### src/rtl/xosera_pkg.sv
// Shared video types and fade-control definitions for the output stage.
package xosera_pkg;

  // 12-bit colour word {R[11:8], G[7:4], B[3:0]}
  typedef logic [11:0] rgb_t;

  // Fade controller states
  typedef enum logic [1:0] {
    FADE_IDLE = 2'd0,
    FADE_WAIT = 2'd1,
    FADE_STEP = 2'd2
  } fade_state_t;

  // Full brightness: the scaler passes colours through unchanged at this level
  localparam logic [4:0] FADE_LEVEL_MAX = 5'd16;

  // Level a fade heads toward: 1 = fade in (full brightness), 0 = fade out (black)
  function automatic logic [4:0] fade_target(input logic dir);
    logic [4:0] tgt;
    if (dir) begin
      tgt = FADE_LEVEL_MAX;
    end else begin
      tgt = 5'd0;
    end
    return tgt;
  endfunction

endpackage

### src/rtl/video_fade_scale.sv
// One colour channel scaled by the fade level: (chan * level) >> 4, truncated.
// Level 16 reproduces the channel exactly, level 0 yields black.
module video_fade_scale (
  input  logic [3:0] chan,
  input  logic [4:0] level,
  output logic [3:0] result
);

  logic [8:0] product_s;

  // 4x5 product; the largest legal product (15*16) fits in 8 bits
  assign product_s = {5'd0, chan} * {4'd0, level};

  // Keep the integer part; bit 8 only sets for out-of-range levels, so clamp to full scale then
  always_comb begin
    if (product_s[8]) begin
      result = 4'hF;
    end else begin
      result = product_s[7:4];
    end
  end

endmodule

### src/rtl/video_fade_out.sv
// Final video stage: scales blended RGB by a global brightness level that only
// moves on frame boundaries, and delays syncs/enable to stay aligned with it.
module video_fade_out
  import xosera_pkg::*;
#(
  parameter logic       VSYNC_POLARITY = 1'b0,
  parameter logic [4:0] RESET_LEVEL    = 5'd16
) (
  input  logic        clk,
  input  logic        reset_n_i,
  input  logic        vsync_i,
  input  logic        hsync_i,
  input  logic        dv_de_i,
  input  logic [11:0] rgb_i,
  input  logic        fade_start_i,
  input  logic        fade_dir_i,
  input  logic [3:0]  fade_rate_i,
  output logic [11:0] rgb_o,
  output logic        hsync_o,
  output logic        vsync_o,
  output logic        dv_de_o,
  output logic        fade_busy_o,
  output logic        fade_done_o,
  output logic [4:0]  fade_level_o
);

  // ---------------------------------------------------------------------
  // Pipeline stage 1: raw pixel, syncs and the level in force for it
  // ---------------------------------------------------------------------
  rgb_t        rgb_s1_r;
  logic        hs_s1_r;
  logic        vs_s1_r;
  logic        de_s1_r;
  logic [4:0]  lvl_s1_r;

  // Frame-tick edge history of vsync_i ([0] newest)
  logic [1:0]  vs_hist_r;
  logic        tick_s;

  // Fade controller state
  fade_state_t state_r;
  fade_state_t state_n_s;
  logic [4:0]  level_r;
  logic [4:0]  level_n_s;
  logic [4:0]  level_step_s;
  logic [3:0]  frame_cnt_r;
  logic [3:0]  frame_cnt_n_s;
  logic        dir_r;
  logic        dir_n_s;
  logic [3:0]  rate_r;
  logic [3:0]  rate_n_s;
  logic        busy_r;
  logic        busy_n_s;
  logic        done_r;
  logic        done_n_s;

  // Stage-2 colour
  rgb_t        scaled_s;
  rgb_t        rgb_n_s;

  // Capture the incoming pixel and the current level together, so a level
  // change lands atomically on a pixel boundary
  always_ff @(posedge clk or negedge reset_n_i) begin
    if (!reset_n_i) begin
      rgb_s1_r <= 12'h000;
      hs_s1_r  <= 1'b0;
      vs_s1_r  <= 1'b0;
      de_s1_r  <= 1'b0;
      lvl_s1_r <= RESET_LEVEL;
    end else begin
      rgb_s1_r <= rgb_i;
      hs_s1_r  <= hsync_i;
      vs_s1_r  <= vsync_i;
      de_s1_r  <= dv_de_i;
      lvl_s1_r <= level_r;
    end
  end

  // Per-channel scalers
  video_fade_scale u_scale_r (
    .chan   (rgb_s1_r[11:8]),
    .level  (lvl_s1_r),
    .result (scaled_s[11:8])
  );

  video_fade_scale u_scale_g (
    .chan   (rgb_s1_r[7:4]),
    .level  (lvl_s1_r),
    .result (scaled_s[7:4])
  );

  video_fade_scale u_scale_b (
    .chan   (rgb_s1_r[3:0]),
    .level  (lvl_s1_r),
    .result (scaled_s[3:0])
  );

  // Blank the colour outside the display-enable window
  always_comb begin
    if (de_s1_r) begin
      rgb_n_s = scaled_s;
    end else begin
      rgb_n_s = 12'h000;
    end
  end

  // Pipeline stage 2: registered outputs, two cycles behind the inputs
  always_ff @(posedge clk or negedge reset_n_i) begin
    if (!reset_n_i) begin
      rgb_o   <= 12'h000;
      hsync_o <= 1'b0;
      vsync_o <= 1'b0;
      dv_de_o <= 1'b0;
    end else begin
      rgb_o   <= rgb_n_s;
      hsync_o <= hs_s1_r;
      vsync_o <= vs_s1_r;
      dv_de_o <= de_s1_r;
    end
  end

  // ---------------------------------------------------------------------
  // Frame tick: registered vsync moving from inactive to active level
  // ---------------------------------------------------------------------

  // Edge history starts at the inactive level so reset never fakes a tick
  always_ff @(posedge clk or negedge reset_n_i) begin
    if (!reset_n_i) begin
      vs_hist_r <= {2{~VSYNC_POLARITY}};
    end else begin
      vs_hist_r <= {vs_hist_r[0], vsync_i};
    end
  end

  assign tick_s = (vs_hist_r[0] == VSYNC_POLARITY) && (vs_hist_r[1] != VSYNC_POLARITY);

  // ---------------------------------------------------------------------
  // Fade controller
  // ---------------------------------------------------------------------

  // One level step toward the latched direction, saturating at both ends
  always_comb begin
    if (dir_r) begin
      if (level_r >= FADE_LEVEL_MAX) begin
        level_step_s = FADE_LEVEL_MAX;
      end else begin
        level_step_s = level_r + 5'd1;
      end
    end else begin
      if (level_r == 5'd0) begin
        level_step_s = 5'd0;
      end else begin
        level_step_s = level_r - 5'd1;
      end
    end
  end

  // Next-state logic; a start request overrides everything, including a
  // coincident frame tick, and restarts from the current level
  always_comb begin
    state_n_s     = state_r;
    level_n_s     = level_r;
    frame_cnt_n_s = frame_cnt_r;
    dir_n_s       = dir_r;
    rate_n_s      = rate_r;
    done_n_s      = 1'b0;

    if (fade_start_i) begin
      dir_n_s       = fade_dir_i;
      rate_n_s      = fade_rate_i;
      frame_cnt_n_s = fade_rate_i;
      if (level_r == fade_target(fade_dir_i)) begin
        state_n_s = FADE_IDLE;
        done_n_s  = 1'b1;
      end else begin
        state_n_s = FADE_WAIT;
      end
    end else begin
      case (state_r)
        FADE_IDLE: begin
          state_n_s = FADE_IDLE;
        end
        FADE_WAIT: begin
          if (tick_s) begin
            if (frame_cnt_r == 4'd0) begin
              state_n_s = FADE_STEP;
            end else begin
              frame_cnt_n_s = frame_cnt_r - 4'd1;
            end
          end else begin
            state_n_s = FADE_WAIT;
          end
        end
        FADE_STEP: begin
          level_n_s = level_step_s;
          if (level_step_s == fade_target(dir_r)) begin
            state_n_s = FADE_IDLE;
            done_n_s  = 1'b1;
          end else begin
            frame_cnt_n_s = rate_r;
            state_n_s     = FADE_WAIT;
          end
        end
        default: begin
          state_n_s = FADE_IDLE;
        end
      endcase
    end

    busy_n_s = (state_n_s != FADE_IDLE);
  end

  // Controller registers; busy and done are registered alongside the state
  always_ff @(posedge clk or negedge reset_n_i) begin
    if (!reset_n_i) begin
      state_r     <= FADE_IDLE;
      level_r     <= RESET_LEVEL;
      frame_cnt_r <= 4'd0;
      dir_r       <= 1'b0;
      rate_r      <= 4'd0;
      busy_r      <= 1'b0;
      done_r      <= 1'b0;
    end else begin
      state_r     <= state_n_s;
      level_r     <= level_n_s;
      frame_cnt_r <= frame_cnt_n_s;
      dir_r       <= dir_n_s;
      rate_r      <= rate_n_s;
      busy_r      <= busy_n_s;
      done_r      <= done_n_s;
    end
  end

  assign fade_busy_o  = busy_r;
  assign fade_done_o  = done_r;
  assign fade_level_o = level_r;

endmodule
### config.mk
export PLATFORM = sky130hd
export DESIGN_NAME = video_fade_out
export DESIGN_NICKNAME = d
export VERILOG_FILES = /design/src/rtl/xosera_pkg.sv /design/src/rtl/video_fade_scale.sv /design/src/rtl/video_fade_out.sv
export SDC_FILE = /design/constraint.sdc
export NUM_CORES = 1
export LEC_CHECK = 0
export BUFFER_PORTS_ARGS = -buffer_cell sky130_fd_sc_hd__buf_2
export CAP_MARGIN = 40
export CORE_UTILIZATION = 40
export DETAILED_ROUTE_END_ITERATION = 10
export GPL_TIMING_DRIVEN = 0
export SLEW_MARGIN = 10
export SYNTH_ARGS = -nofsm -noshare
export SYNTH_HDL_FRONTEND = slang
export SYNTH_HIERARCHICAL = 1
export SYNTH_SLANG_ARGS = --single-unit
### constraint.sdc
create_clock -name clk -period 6.23 [get_ports clk]
set_clock_uncertainty 0.15 [all_clocks]
set_input_delay 0.3115 -clock clk [delete_from_list [all_inputs] [get_ports clk]]
set_output_delay 0.3115 -clock clk [all_outputs]
set_load 0.005 [all_outputs]
==> out/results.ini <==
[clock_tree]
h-tree-depth = 2
cts_resized = 0
insertion_delay_ns = 0.33
postCtsSetupBuffers = 0
clockBufferDepth = 2
clkTransAtPathRegs_ns = 0.10
tritoncts = yes
cts-root-buf = clkbuf_8
cts.sink_count = 55
cts_buffers = 5

[worst_setup_path]
r2r-end = rgb_o[2]
critPathTopFamily = adder cells
worst-setup-path-type = flip-flop to flip-flop
slowest_delay_ns = 0.53
rrSetupSlack_ns = 2.81
r2r-start = lvl_s1_r[1]
critPathMaxFanout = 13
crit_path_end = rgb_o[2]
cp_common_cell = a21o_1
critPathCaptureType = flip-flop
crit_arrival_ns = 3.50
slowest_stage = dfrtp_1
path_buf_inv = 1
path_cells = and2_1 > fa_1 > fa_1 > ha_1 > buf_6 > a21o_1 > or3_1 > a21o_1 > a21o_1 > and2_1
crit_cells = 10
worstSetupStartpoint = lvl_s1_r[1]
start_kind = flip-flop
ff2ff_path_depth = 10
critPathRequiredTime_ns = 6.30

[pwr]
p_leak_uw = 0.00247
irDropWorstVdd_mv = 0.201
powerDensity_mw_per_mm2 = 180
power_uw = 861

[route]
ant_nets = 0
drt-initial-drc-count = 105
dr.pass1.iters = 4
drc = 0
avgViaCountPerCell = 5.20
wl_per_cell_um = 13.4
wl_um = 8160
vias = 3168

[sta]
period_share = 0.549
max_freq_mhz = 292
tightest_slew_ns = 0.598
setup_tns_ns = 0
rsz0062_at_grt = no
setup_violations = 0
hold_viol = 0
fin_crit_ns = 3.42
max_slew_margin = 0.596
slew_violations = 0

[yosys]
synth_top_area_frac = 0.310
synth_edf_count = 0
synthDistinctLibCells = 70
ys_warn_count = 6
synth_top_area_cell = dfrtp_1
syn_inst = 408
syn_area_mm2 = 0.00412
synth_area_leaders = dfrtp_1 31%, ha_1 12%, and2_1 8.1%
synth_ff_type = dfrtp_1
synthArstFlopShare = 1.00
syn-mean-instance-area_um2 = 10.1
ys_seq_elements = 55
yosysSeqAreaShare = 0.336
syn_nets = 484

[placement]
dpl.cell_count = 585
place.gp.congestion = 0.833
hpwl_um = 6130
io_buffers = 43
placed_area_mm2 = 0.00452

[grt]
grt_pass1_vias = 3138
overflow = 0
grt_max_degree = 34
antenna_found_initial = 0
grt_pass1_wl_um = 14100
grt_use_total = 0.170

[status]
run_status = complete, no violations

[cells_and_area]
nNetsFinal = 551
antennaDiodeCount = 0
num-fill-cells = 928
final_core_util = 0.484
postLayoutCellArea_mm2 = 0.00478
syn2layout_area_growth_pct = 16.1
layout-drive-gt1-share = 0.208
stdcell_count = 609

[floorplan]
dieWidth_um = 103
num_rows = 36
core_area_mm2 = 0.00986
die-height_um = 103
die_area_mm2 = 0.0107
start_util = 0.417
io_pins = 45

[run]
maxCapViolCount = 0

[worst_hold_path]
hp-class = input pin to flip-flop

[worst min path at each step]
stage	cells past startpoint	slack, ns	start	end
2_1_floorplan	0	-0.13	reset_n_i	de_s1_r
3_3_place_gp	0	0.18	hs_s1_r	hsync_o
3_5_place_dp	0	0.18	vs_s1_r	vsync_o
4_1_cts	3	0.04	fade_rate_i[0]	rate_r[0]
5_1_grt	2	0.08	fade_rate_i[3]	rate_r[3]
6_report	3	0.06	fade_rate_i[0]	rate_r[0]
[timing repair]
| item | in CTS | in global routing |
|---|---|---|
| setup endpoints to repair | 0 | 0 |
| endpoints found under the hold margin | 37 | 0 |
| hold buffers | 16 | 0 |
[cells by family (layout without fill, tap and decap cells)]
family,after synthesis,in the layout,synth area share
and+or+nand+nor,164,164,0.222
DFF,55,55,0.336
AOI/OAI and AO/OA,88,88,0.177
adders and majority gates,53,53,0.189
xor gates and xnor gates,4,4,0.00851
muxes,7,7,0.0213
buffers and inverters,37,105,0.0471
[cells in the final DEF, fill, tap and decap left out, types with 4 or more instances in the layout]
master and instances:
inv_1 23, and2_1 53, clkbuf_1 4, o21ai_0 21, a21oi_1 9, fa_1 15
a21o_1 7, o2111ai_1 6, nand2_1 32, ha_1 38, nand2b_1 4, nor3_1 11
nand4_1 4, dlygate4sd3_1 16, dfstp_2 4, buf_2 44, clkbuf_8 6, a221o_1 4
buf_6 6, nor2_1 18, nor3b_1 4, nand3_1 15, dfrtp_1 51
[state kept, by name (all words and copies together) (netlist names), 2 cells and up]
register	count
state_r	2
rgb_o	12
rgb_s1_r	12
rate_r	4
fade_level_o	5
vs_hist_r	2
lvl_s1_r	5
frame_cnt_r	4
[cells in the mapped netlist (3+ instances only)]
cell       instances
a21o_1             7
a21oi_1            9
a221o_1            4
and2_1            53
buf_6              6
clkbuf_1           4
dfrtp_1           51
dfstp_2            4
fa_1              15
ha_1              38
inv_1             23
mux2_4             3
nand2_1           32
nand2b_1           4
nand3_1           15
nand4_1            4
nor2_1            18
nor3_1            11
nor3b_1            4
o2111ai_1          6
o21ai_0           21
or3_1              3
xnor2_1            3
[worst reg2reg max path: cells and delay by family, from the launching register on]
family                   cells  cell delay, ns
AO/OA/AOI/OAI                3            0.53
buffers and inverters        1            0.14
flip-flops                   1            0.53
AND/OR/NAND/NOR              3            0.75
adder cells (fa/ha/maj)      3            1.22
[through the flow]
stage                     hold WS, ns  worst slack (ns)
after floorplan                -0.134              3.00
after global placement          0.182              2.81
after detailed placement        0.185              2.80
after CTS                      0.0368              2.76
after global routing           0.0781              2.55
final                          0.0555              2.81
[power by group]
group | switching (uW) | internal [uW]
clock | 131 | 93.5
sequential | 33.6 | 390
combinational | 104 | 110
[routing by layer]
layer,vias up,GRT usage,share of wire
met2,48,0.289,0.50
met5,-,0,0
met3,8,0.0309,0.031
met1,1527,0.219,0.46
li1,1585,-,-
met4,0,0.0498,0.011
[cell type report]
class                      count  area, um^2  area share
tap                          133         166      0.0348
clock buffer                   6        82.6      0.0173
timing repair buffer          60         395      0.0828
multi-input combinational    316        2540       0.532
buffer                        14         108      0.0225
inverter                      23        86.3      0.0181
sequential                    55        1380       0.289
clock inverter                 2        17.5     0.00367
Power figures use the tool's default switching activity.
